--- src/rtl/fetch_sequencer.sv ---
`default_nettype none
// ============================================================================
// Module   : fetch_sequencer
// Brief    : PC / ROM fetch sequencer presenting one instruction at a time
//            to the control FSM; stops on the HALT opcode.
// Revision : 1.0 - initial release
// ============================================================================
module fetch_sequencer #(
  parameter int         ADDR_W  = 6,
  parameter int         INSTR_W = 10,
  parameter logic [3:0] HALT_OP = 4'b1111
) (
  input  logic               clk,
  input  logic               rst,
  input  logic               run,
  input  logic               done,
  input  logic               branch,
  input  logic [ADDR_W-1:0]  br_add,
  input  logic               bxlr,
  input  logic [ADDR_W-1:0]  bus_in,
  output logic               rom_en,
  output logic [ADDR_W-1:0]  rom_addr,
  input  logic [INSTR_W-1:0] rom_data,
  output logic [INSTR_W-1:0] instruction,
  output logic               instr_valid,
  output logic [ADDR_W-1:0]  pc,
  output logic               halted,
  output logic [7:0]         retired
);

  localparam logic [2:0] c_st_idle  = 3'd0;
  localparam logic [2:0] c_st_fetch = 3'd1;
  localparam logic [2:0] c_st_wait  = 3'd2;
  localparam logic [2:0] c_st_exec  = 3'd3;
  localparam logic [2:0] c_st_halt  = 3'd4;

  localparam logic [ADDR_W-1:0] c_pc_one  = ADDR_W'(1);
  localparam logic [7:0]        c_ret_max = 8'hFF;

  logic [2:0]         r_state;
  logic [2:0]         w_next_state;
  logic [ADDR_W-1:0]  r_pc;
  logic [INSTR_W-1:0] r_instr;
  logic [7:0]         r_retired;
  logic               w_event;
  logic               w_retire;
  logic               w_is_halt;

  assign w_event   = done | branch | bxlr;
  assign w_retire  = (r_state == c_st_exec) && w_event;
  assign w_is_halt = (rom_data[INSTR_W-1 -: 4] == HALT_OP);

  always_ff @(posedge clk) begin
    if (rst) begin
      r_state <= c_st_idle;
    end else begin
      r_state <= w_next_state;
    end
  end

  always_comb begin
    w_next_state = r_state;
    case (r_state)
      c_st_idle:  if (run) w_next_state = c_st_fetch;
      c_st_fetch: w_next_state = c_st_wait;
      c_st_wait:  w_next_state = w_is_halt ? c_st_halt : c_st_exec;
      c_st_exec:  if (w_event) w_next_state = c_st_fetch;
      c_st_halt:  w_next_state = c_st_halt;
      default:    w_next_state = c_st_idle;
    endcase
  end

  always_comb begin
    rom_en      = (r_state == c_st_fetch);
    instr_valid = (r_state == c_st_exec);
    halted      = (r_state == c_st_halt);
  end

  // Only the highest-priority event moves the PC: bxlr, then branch, then done.
  always_ff @(posedge clk) begin
    if (rst) begin
      r_pc      <= '0;
      r_instr   <= '0;
      r_retired <= '0;
    end else begin
      if (r_state == c_st_wait) begin
        r_instr <= rom_data;
      end
      if (w_retire) begin
        if (bxlr) begin
          r_pc <= bus_in;
        end else if (branch) begin
          r_pc <= br_add;
        end else begin
          r_pc <= r_pc + c_pc_one;
        end
        if (r_retired != c_ret_max) begin
          r_retired <= r_retired + 8'd1;
        end
      end
    end
  end

  assign pc          = r_pc;
  assign rom_addr    = r_pc;
  assign instruction = r_instr;
  assign retired     = r_retired;

endmodule
`default_nettype wire
--- config.mk ---
export PLATFORM = sky130hd
export DESIGN_NAME = fetch_sequencer
export DESIGN_NICKNAME = d
export VERILOG_FILES = /design/src/rtl/fetch_sequencer.sv
export SDC_FILE = /design/constraint.sdc
export NUM_CORES = 1
export LEC_CHECK = 0
export ABC_AREA = 1
export CAP_MARGIN = 25
export CORE_UTILIZATION = 60
export DETAILED_ROUTE_END_ITERATION = 10
export DONT_BUFFER_PORTS = 1
export PLACE_DENSITY = 0.86
export SETUP_SLACK_MARGIN = 0.02
export SLEW_MARGIN = 20
export SYNTH_ARGS = -nofsm -noshare
export SYNTH_HDL_FRONTEND = slang
export SYNTH_SLANG_ARGS = --single-unit
--- constraint.sdc ---
create_clock -name clk -period 1.5 [get_ports clk]
set_clock_uncertainty 0.05 [all_clocks]
set_input_delay 0.375 -clock clk [delete_from_list [all_inputs] [get_ports clk]]
set_output_delay 0.375 -clock clk [all_outputs]
set_load 0.05 [all_outputs]
# Word level (Yosys, flattened, before mapping)
# Index checks and enable logic that the tools add are counted.
# op_classes
n_reduce_logical	4
n_bitwise	2
order_cmp	0
mux	6
n_div	0
addsub	2
shifts	0
mul	0
n_eq_ne	8
# ops
op	n
$pmux W3 S5	1
$mux W6	2
$mux W3	3
$add A8 B1 Y8 const B	1
$ne A8 B8 Y1 const B	1
$add A6 B1 Y6 const B	1
$eq A3 B2 Y1 const B	2
$eq A4 B4 Y1 const B	1
$reduce_and A2 Y1	2
$eq A3 B1 Y1 const B	1
$eq A3 B3 Y1 const B	1
$logic_not A3 Y1	1
$ne A2 B1 Y1 const B	1
$ne A2 B2 Y1 const B	1
$or A1 B1 Y1	2
$logic_and A1 B1 Y1	1
# totals
mem_bits_rw	0
romBits	0
n_memories	0
out_inout_bits	33
regBits	27
latch_bits	0

# Depth between registers and ports, before layout
# Gate-level depths: netlist of run 1.
# depth
word_depth	4
ltp_mapped	9

# Least setup slack after synthesis of run 1
# OpenSTA, ideal clock, no wires.
# synth_timing
path_kind	flip-flop to output port
start	reg r_state[2]
end	out halted
arrival_ns	1.569
stages_incl_launch_ff	3
path_slack_ns	-0.494
n_path_buf	0
path_cell_list	dfxtp_1 > inv_1 > nor3_1
# synth_between
elab_chain_cells	1
# synth_lines
element	line_no	rtl
start: declaration	40	logic [2:0] r_state;
start signal: assignment	55	r_state <= c_st_idle;
start signal: assignment	57	r_state <= w_next_state;
$eq A3 B3 Y1	76	halted = (r_state == c_st_halt);
end: declaration	27	output logic halted,
# Every way passes these cells.

# Worst setup path after layout of run 1
# layout_timing
start	reg r_state[0]
end	out rom_en
# layout_between
elab_chain_cells	1
# layout_lines
element	line_no	rtl
$eq A3 B1 Y1	74	rom_en = (r_state == c_st_fetch);
end: declaration	21	output logic rom_en,
# Every way passes these cells.

==> summary.txt, run 1 <==
Status = finished with violations
Die H = 52.1 µm
Syn Nets = 250
Max Fclk = 631 MHz
Synth Instances = 220
DP HPWL = 2.63 mm
Root Buffer Master = clkbuf_4
WL per Instance = 13.5 µm
Final setup violation count = 3
Initial Utilization = 65.6%
R2r setup slk = 0.13 ns
Failing checks = setup timing
Largest cells by area after synthesis = dfxtp_1, nor2_1, nand2_1
H-tree depth = 1
Die X = 52.1 µm
Share of synthesized registers carrying an async set or reset = 0%
Hold crit path type = input port to register
Most frequent cell after synthesis = nor2_1
Vias in the first global route = 1428
Startpoint Class = register
PwrDens = 1040 nW/µm²
Element type at the critical path end = output port
Synth Flop Type = dfxtp_1
Final cycle utilization of the critical path = 106%
GRT Residual Overflow = 0
Tightest Pin Transition = 0.528 ns
Worst vdd ir = 966 µV
Synth-to-layout area growth = 15.9%
Via density = 5.58
Minimum clock period = 1.58 ns
Initial antenna violation count = 0
Area after DPL = 1670 µm²
Clock sink count = 27
Setup bufs post-CTS = 0
Final WS setup = -0.0848 ns
Post-route ant nets = 0
Final-report max-slew violation count = 0
Global Route Usage Sum = 27.2%
Synth cell count leaders = nor2_1, nand2_1, dfxtp_1, inv_1, o21ai_0
RSZ-0062 raised after global routing = true
Largest area contributor in the netlist = dfxtp_1
DRC Markers = 0
Util after Layout = 76.0%
Clock-pin slew on the worst setup and hold paths = 0.14 ns
1st-iter DRT viols = 28
First-pass GRT wire length = 5.51 mm
Ports = 61
Register area share after synthesis = 35.9%
Rel. slew slack = 64.7%
Library cells used by synthesis = 28
Flops & latches, synth = 27
First-pass iteration count of the detailed router = 4
Core Region = 2300 µm²
Post-synth EDFFs = 0
CTS Hold Bufs = 0
Yosys warns = 0
Num CTS Buffers = 3
Syn_area_per_cell = 6.85 µm²
Clock buffer depth = 2
Clk_lat worst skew = 0.31 ns
Vias = 1446
Die ar. = 2710 µm²
WP data arrival = 1.16 ns
Routability cong. = 0.831
CTS tree = done
Max cap viols = 0
Site Rows = 17
Fin. Hold Viols = 0
Antenna Diode Count = 0
Pre-CTS WS = 0.0960 ns
Mapped cell area = 1510 µm²
Total Nets Final = 262
Layout cell share with drive strength beyond 1 = 27.3%
Port bufs = 0
Crit-path max FO = 4
Fillers = 175
Total wire length = 3.51 mm
Fin area = 1750 µm²
Worst setup path class = register to output port
Synth top area share = 35.9%
Leak = 0.000770 µW
Largest net degree at the start of global routing = 18
WP data required = 1.07 ns
-- flip-flops by register name, summed over array words and instances, names as in the netlist --
signal,count
retired,8
instruction,10
r_state,3
pc,6
-- placed cells by master, fill, tap and decap left out, drive strengths merged --
cell,instances
dfxtp,27
xor2,4
o21bai,1
inv,23
nor2,44
o21ai,20
nor3,3
clkinv,2
nand3b,2
or2,1
a21oi,19
buf,18
nand4,3
clkbuf,3
ha,2
nand2,51
o211ai,1
nand3,7
-- power breakdown --
part	total, µW	switching [µW]	internal [µW]
Combinational	481	324	157
Clock	306	206	99.7
Sequential	1030	239	796
Total	1820	769	1050
-- final timing paths --
kind | endpoint | start | cells past startpoint
worst min register to register | retired[3] | retired[3] | 2
worst max register to register | retired[3] | retired[0] | 6
worst min-delay path | retired[3] | rst | 1
worst max-delay path | rom_en | r_state[0] | 3
-- area by class of cell --
| type | count | area, µm² | share of cell area, % |
|---|---|---|---|
| flip-flops and latches | 27 | 567 | 32.4 |
| multi-input cells | 158 | 826 | 47.3 |
| repair buffers | 18 | 186 | 10.7 |
| clock buffers | 3 | 22.5 | 1.29 |
| inverters | 24 | 105 | 6.02 |
| clock inverters | 1 | 5.00 | 0.287 |
| well taps | 28 | 35.0 | 2.01 |
-- per-stage QoR --
step,TNS (ns),power [µW],std cells,hold slack [ns]
floorplan,0,1410,220,0.460
CTS,-0.188,1820,259,0.0276
detailed placement,0,1510,255,0.386
finish,-0.159,1820,259,0.0431
global route,-0.337,1910,259,0.0119
global placement,0,1480,255,0.383
-- timing repair --
| item | in CTS | in global routing |
|---|---|---|
| pin swaps | 1 | 0 |
| setup endpoints to repair | 9 | 19 |
| cloned | 0 | 0 |
| resized for setup | 10 | 9 |
-- routing by layer --
layer	track usage [%]	vias up	routed length (µm)
met3	4.97	4	174
met2	52.8	52	1920
met1	28.3	676	1370
met5	0	-	0
li1	-	714	-
met4	9.91	0	42
-- worst max-delay path, stage by stage, from the launching register on --
cell and delay [ns]:
dfxtp_4 0.41, inv_2 0.06, nor3_4 0.19, buf_12 0.17
-- cells by family (layout without fill, tap and decap cells) --
kind of cell             Yosys count  in the layout  share of synthesized area [%]
flip-flops                        27             27                           35.9
AND/OR/NAND/NOR                  111            111                           33.4
buffers and inverters             35             46                           11.3
adder cells (fa/ha/maj)            2              2                           1.66
AO/OA/AOI/OAI                     41             41                           15.4
XOR/XNOR                           4              4                           2.33
Note: power is estimated with default switching activity, not from simulation.
==> run 2, diff against run 1 <==
--- a/config.mk
+++ b/config.mk
@@ -12,2 +12,3 @@
 export DONT_BUFFER_PORTS = 1
+export HOLD_SLACK_MARGIN = 0.03
 export PLACE_DENSITY = 0.86
==> constraint.sdc (replaced) <==
create_clock -name clk -period 1.5 [get_ports clk]
set_clock_uncertainty 0.05 [all_clocks]
set_input_delay 0.45 -clock clk [delete_from_list [all_inputs] [get_ports clk]]
set_output_delay 0.45 -clock clk [all_outputs]
set_load 0.05 [all_outputs]
==> summary.txt, run 2 (same netlist as run 1, synthesis figures left out) <==
First-pass iteration count of the detailed router = 4 (unchanged)
WP data arrival = 1.10 ns (-0.06 ns)
Hold_ws = 0.104 ns (+0.0606 ns)
1st-iter DRT viols = 43 (+54%)
First-pass GRT wire length = 5.53 mm (+0.24%)
Element type at the critical path end = output port
RSZ-0062 raised after global routing = true
CTS Hold Bufs = 0 (unchanged)
Initial antenna violation count = 0 (unchanged)
Ports = 61 (unchanged)
Max cap viols = 0 (unchanged)
Via density = 5.53 (-0.94%)
CTS tree = done
Minimum clock period = 1.60 ns (+0.0165 ns)
Port bufs = 0 (unchanged)
Vias = 1449 (+0.21%)
Root Buffer Master = clkbuf_4
Final-report max-slew violation count = 0 (unchanged)
WL per Instance = 13.5 µm (-0.55%)
H-tree depth = 1 (unchanged)
Clock share of power = 16.5% (-0.3 points)
WP data required = 1.00 ns (-0.07 ns)
Max Fclk = 624 MHz (-1.0%)
Failing checks = setup timing
Die ar. = 2710 µm² (unchanged)
Site Rows = 17 (unchanged)
Rel. slew slack = 71.4% (+6.7 points)
CP cell instances = inv_4 -> nor3_4 -> buf_6
Die X = 52.1 µm (unchanged)
Leading cell types in the layout, fill and taps excluded = nor2_1, nand2_1, inv_1, dfxtp_2, o21ai_0
Most common cell after layout, fill and taps aside = nor2_1
Final cycle utilization of the critical path = 107% (+1.1 points)
Switching Share = 41.7% (-0.51 points)
Num CTS Buffers = 3 (unchanged)
Flop pwr share = 56.4% (-0.4 points)
Fin. Hold Viols = 0 (unchanged)
Status = finished with violations
Layout cell share with drive strength beyond 1 = 33.3% (+6.1 points)
Die H = 52.1 µm (unchanged)
Combinational power share = 27.1% (+0.7 points)
PwrDens = 1020 nW/µm² (-2.6%)
Final WS setup = -0.101 ns (-0.0165 ns)
Vias in the first global route = 1409 (-1.3%)
Largest net degree at the start of global routing = 18 (unchanged)
DRC Markers = 0 (unchanged)
Hold crit path type = input port to register
Pint = 1090 µW (+3.4%)
Crit-path slowest cell = dfxtp_4
Core Region = 2300 µm² (unchanged)
Initial Utilization = 65.6% (unchanged)
Area after DPL = 1730 µm² (+3.3%)
CP max stage delay = 0.43 ns (+0.02 ns)
Total wire length = 3.53 mm (+0.60%)
Total Nets Final = 265 (+1.1%)
Largest register FFs = 10 (unchanged)
Worst vdd ir = 999 µV (+3.4%)
GRT Residual Overflow = 0 (unchanged)
Pre-CTS WS = 0.0502 ns (-0.0459 ns)
Clk_lat worst skew = 0.32 ns (about the same)
Antenna Diode Count = 0 (unchanged)
Reg area = 588 µm² (+3.8%)
Crit path buf inv count = 2 (unchanged)
Global Route Usage Sum = 27.5% (+0.36 points)
Fin area = 1840 µm² (+5.2%)
Crit-path max FO = 4 (unchanged)
Startpoint Class = register
Clock-pin slew on the worst setup and hold paths = 0.15 ns (about the same)
Leak = 0.000813 µW (+5.6%)
Synth-to-layout area growth = 21.9%
Largest delay contributor family on the critical path = flip-flops
Switch Pwr = 779 µW (+1.2%)
Fillers = 169 (-3.4%)
Post-route ant nets = 0 (unchanged)
Clock sink count = 27 (unchanged)
Worst setup path class = register to output port
Clock buffer depth = 2 (unchanged)
Final setup violation count = 3 (unchanged)
Multi-input gate area = 828 µm² (+0.30%)
Tightest Pin Transition = 0.429 ns (-0.0995 ns)
DP HPWL = 2.60 mm (-1.1%)
Routability cong. = 0.829 (-0.16%)
run 2: cell count changes in the layout (fill, tap and decap cells not counted), sizes merged:
cell and delta:
buf +3
run 2: what timing repair did:
action                                  CTS  global route
endpoints found under the setup margin   18            19
resized for setup                        24            10
pin swaps                                 2             0
buffers inserted                          1             0
run 2: cell type report:
class	count	share of cell area (%)
Multi-Input combinational cell	158	45.1
Inverter	24	5.86
Clock buffer	3	1.23
Clock inverter	1	0.272
Sequential cell	27	32.0
Timing Repair Buffer	21	13.6
Tap cell	28	1.91
run 2: power groups by stage:
stage	sequential, µW	clock, µW	combinational [µW]
3_5_place_dp	1050	0	490
3_3_place_gp	1040	0	470
2_1_floorplan	1090	0	322
5_1_grt	1060	345	551
6_report	1050	307	506
4_1_cts	1050	319	500
run 2: final timing paths:
path | startpoint | end | slack, ns | cells past startpoint
worst min register to register | retired[4] | retired[4] | 0.48 | 2
worst max-delay path | r_state[2] | halted | -0.10 | 3
worst min-delay path | rst | retired[2] | 0.10 | 1
worst max register to register | r_state[0] | pc[2] | 0.09 | 8
run 2: per-stage QoR:
stage	setup TNS (ns)	total power [µW]	cells	util (%)
5_1_grt	-0.426	1960	262	80.0
6_report	-0.276	1870	262	80.0
2_1_floorplan	0	1410	220	-
3_5_place_dp	0	1540	257	75.2
3_3_place_gp	0	1510	257	75.2
4_1_cts	-0.293	1870	262	78.7
run 2: metal layers:
layer | wire (µm) | GRT usage [%]
met1 | 1400 | 28.1
met2 | 1900 | 51.5
met3 | 195 | 7.31
met4 | 31 | 12.2
met5 | 0 | 0
run 2: worst reg2reg max path, delay by kind of cell (launching register included):
| kind | cells | cell delay [ns] |
|---|---|---|
| AND/OR/NAND/NOR | 4 | 0.35 |
| buffers and inverters | 2 | 0.18 |
| AO/OA/AOI/OAI | 2 | 0.31 |
| flip-flops | 1 | 0.43 |
==> run 3, diff against run 2 <==
CORE_ASPECT_RATIO = 1.1   (was not set)
==> summary.txt, run 3 (same netlist as run 1, synthesis figures left out) <==
Total wire length = 3.73 mm (+5.7%)
Die X = 49.8 µm (-4.5%)
Leading cell types in the layout, fill and taps excluded = nor2_1, nand2_1, inv_1, dfxtp_2, o21ai_0
Switching Share = 41.5% (-0.17 points)
Vias in the first global route = 1413 (+0.28%)
Clock share of power = 16.2% (-0.3 points)
Final setup violation count = 7 (+4)
1st-iter DRT viols = 40 (-7.0%)
Clk_lat worst skew = 0.31 ns (about the same)
Worst vdd ir = 1060 µV (+6.0%)
Failing checks = setup timing
Initial Utilization = 64.9% (-0.64 points)
Final cycle utilization of the critical path = 109% (+2.5 points)
CTS Hold Bufs = 0 (unchanged)
First-pass iteration count of the detailed router = 4 (unchanged)
Pint = 1120 µW (+2.5%)
RSZ-0062 raised after global routing = true
Status = finished with violations
Tightest Pin Transition = 0.463 ns (+0.0345 ns)
Post-route ant nets = 0 (unchanged)
First-pass GRT wire length = 5.88 mm (+6.4%)
Final-report max-slew violation count = 0 (unchanged)
Total Nets Final = 270 (+1.9%)
Site Rows = 18 (+1)
Pre-CTS WS = 0.0718 ns (+0.0216 ns)
Ports = 61 (unchanged)
Most common cell after layout, fill and taps aside = nor2_1
Layout cell share with drive strength beyond 1 = 36.0% (+2.6 points)
Fin. Hold Viols = 0 (unchanged)
Max cap viols = 0 (unchanged)
PwrDens = 991 nW/µm² (-2.5%)
Leak = 0.000831 µW (+2.2%)
DP HPWL = 2.79 mm (+7.4%)
Switch Pwr = 793 µW (+1.8%)
Synth-to-layout area growth = 27.9%
WP data arrival = 1.14 ns (+0.04 ns)
Crit-path max FO = 3 (-1)
Combinational power share = 28.8% (+1.7 points)
WP data required = 1.00 ns (about the same)
Max Fclk = 610 MHz (-2.3%)
Worst setup path class = register to output port
Clock sink count = 27 (unchanged)
Root Buffer Master = clkbuf_4
Startpoint Class = register
Clock buffer depth = 2 (unchanged)
Routability cong. = 0.859 (+3.6%)
Fillers = 140 (-17%)
DRC Markers = 0 (unchanged)
H-tree depth = 1 (unchanged)
Num CTS Buffers = 3 (unchanged)
Vias = 1485 (+2.5%)
Flop pwr share = 55.0% (-1.4 points)
Minimum clock period = 1.64 ns (+0.0370 ns)
Via density = 5.52 (-0.18%)
CTS tree = done
Util after Layout = 83.1% (+3.1 points)
Rel. slew slack = 69.1% (-2.3 points)
Die ar. = 2720 µm² (about the same)
Final WS setup = -0.138 ns (-0.0370 ns)
Hold crit path type = input port to register
Largest register FFs = 10 (unchanged)
Global Route Usage Sum = 28.5% (+0.94 points)
Initial antenna violation count = 0 (unchanged)
Element type at the critical path end = output port
Largest net degree at the start of global routing = 18 (unchanged)
GRT Residual Overflow = 0 (unchanged)
Core Region = 2320 µm² (+0.98%)
WL per Instance = 13.9 µm (+3.0%)
Antenna Diode Count = 0 (unchanged)
Port bufs = 0 (unchanged)
Clock-pin slew on the worst setup and hold paths = 0.14 ns (about the same)
Die H = 54.6 µm (+4.7%)
-- run 3: cell types whose count changed in the layout (fill, tap and decap cells not counted), moves of 2 or more --
cell / change
o21ai_1: -2
buf_12: +3
buf_4: +4
o21ai_2: +2
clkinv_8: +2
buf_6: -2
-- run 3: worst paths after layout --
kind	startpoint	endpoint	slack, ns	cells past startpoint
worst max-delay path	r_state[2]	rom_en	-0.14	3
worst min-delay path	rst	retired[4]	0.12	1
worst max register to register	r_state[0]	retired[7]	0	10
worst min register to register	retired[3]	retired[3]	0.48	2
-- run 3: what timing repair did --
item | in CTS | in global routing
gates resized for setup | 22 | 15
gates cloned | 0 | 1
setup endpoints to repair | 20 | 17
buffers inserted | 4 | 3
pin swaps | 3 | 3
-- run 3: final cells by class --
type / count / area (µm²) / share of cell area, %
well taps: 30 / 37.5 / 1.95
inverters: 24 / 118 / 6.10
flip-flops and latches: 27 / 586 / 30.4
repair buffers: 25 / 303 / 15.7
clock buffers: 3 / 22.5 / 1.17
multi-input cells: 159 / 853 / 44.3
clock inverters: 1 / 7.51 / 0.390
-- run 3: metal layers --
metal | routed length, µm | GRT usage (%) | share of wire, % | vias up
met5 | 0 | 0 | 0 | -
met4 | 62 | 7.62 | 1.7 | 0
met1 | 1390 | 28.1 | 37 | 681
met2 | 2090 | 61.7 | 56 | 62
met3 | 187 | 4.17 | 5.0 | 8
li1 | - | - | - | 734
-- run 3: power groups by stage --
stage	Clock (µW)	Combinational (µW)	Sequential, µW
after global routing	347	599	1060
after CTS	321	518	1050
final	309	550	1050
after floorplan	0	322	1090
after detailed placement	0	497	1050
after global placement	0	474	1040
-- run 3: critical path, stage by stage (launching register included) --
cell,delay [ns]
dfxtp_4,0.38
buf_4,0.14
nor3_4,0.14
buf_12,0.16
-- run 3: through the flow --
step / cells / area (µm²) / power [µW] / hold WS [ns] / setup TNS (ns)
5_1_grt: 269 / 1930 / 2010 / 0.0878 / -1.11
4_1_cts: 265 / 1830 / 1890 / 0.110 / -0.397
6_report: 269 / 1930 / 1910 / 0.119 / -0.372
3_5_place_dp: 257 / 1740 / 1550 / 0.445 / 0
2_1_floorplan: 220 / 1550 / 1410 / 0.531 / 0
3_3_place_gp: 257 / 1740 / 1520 / 0.440 / 0
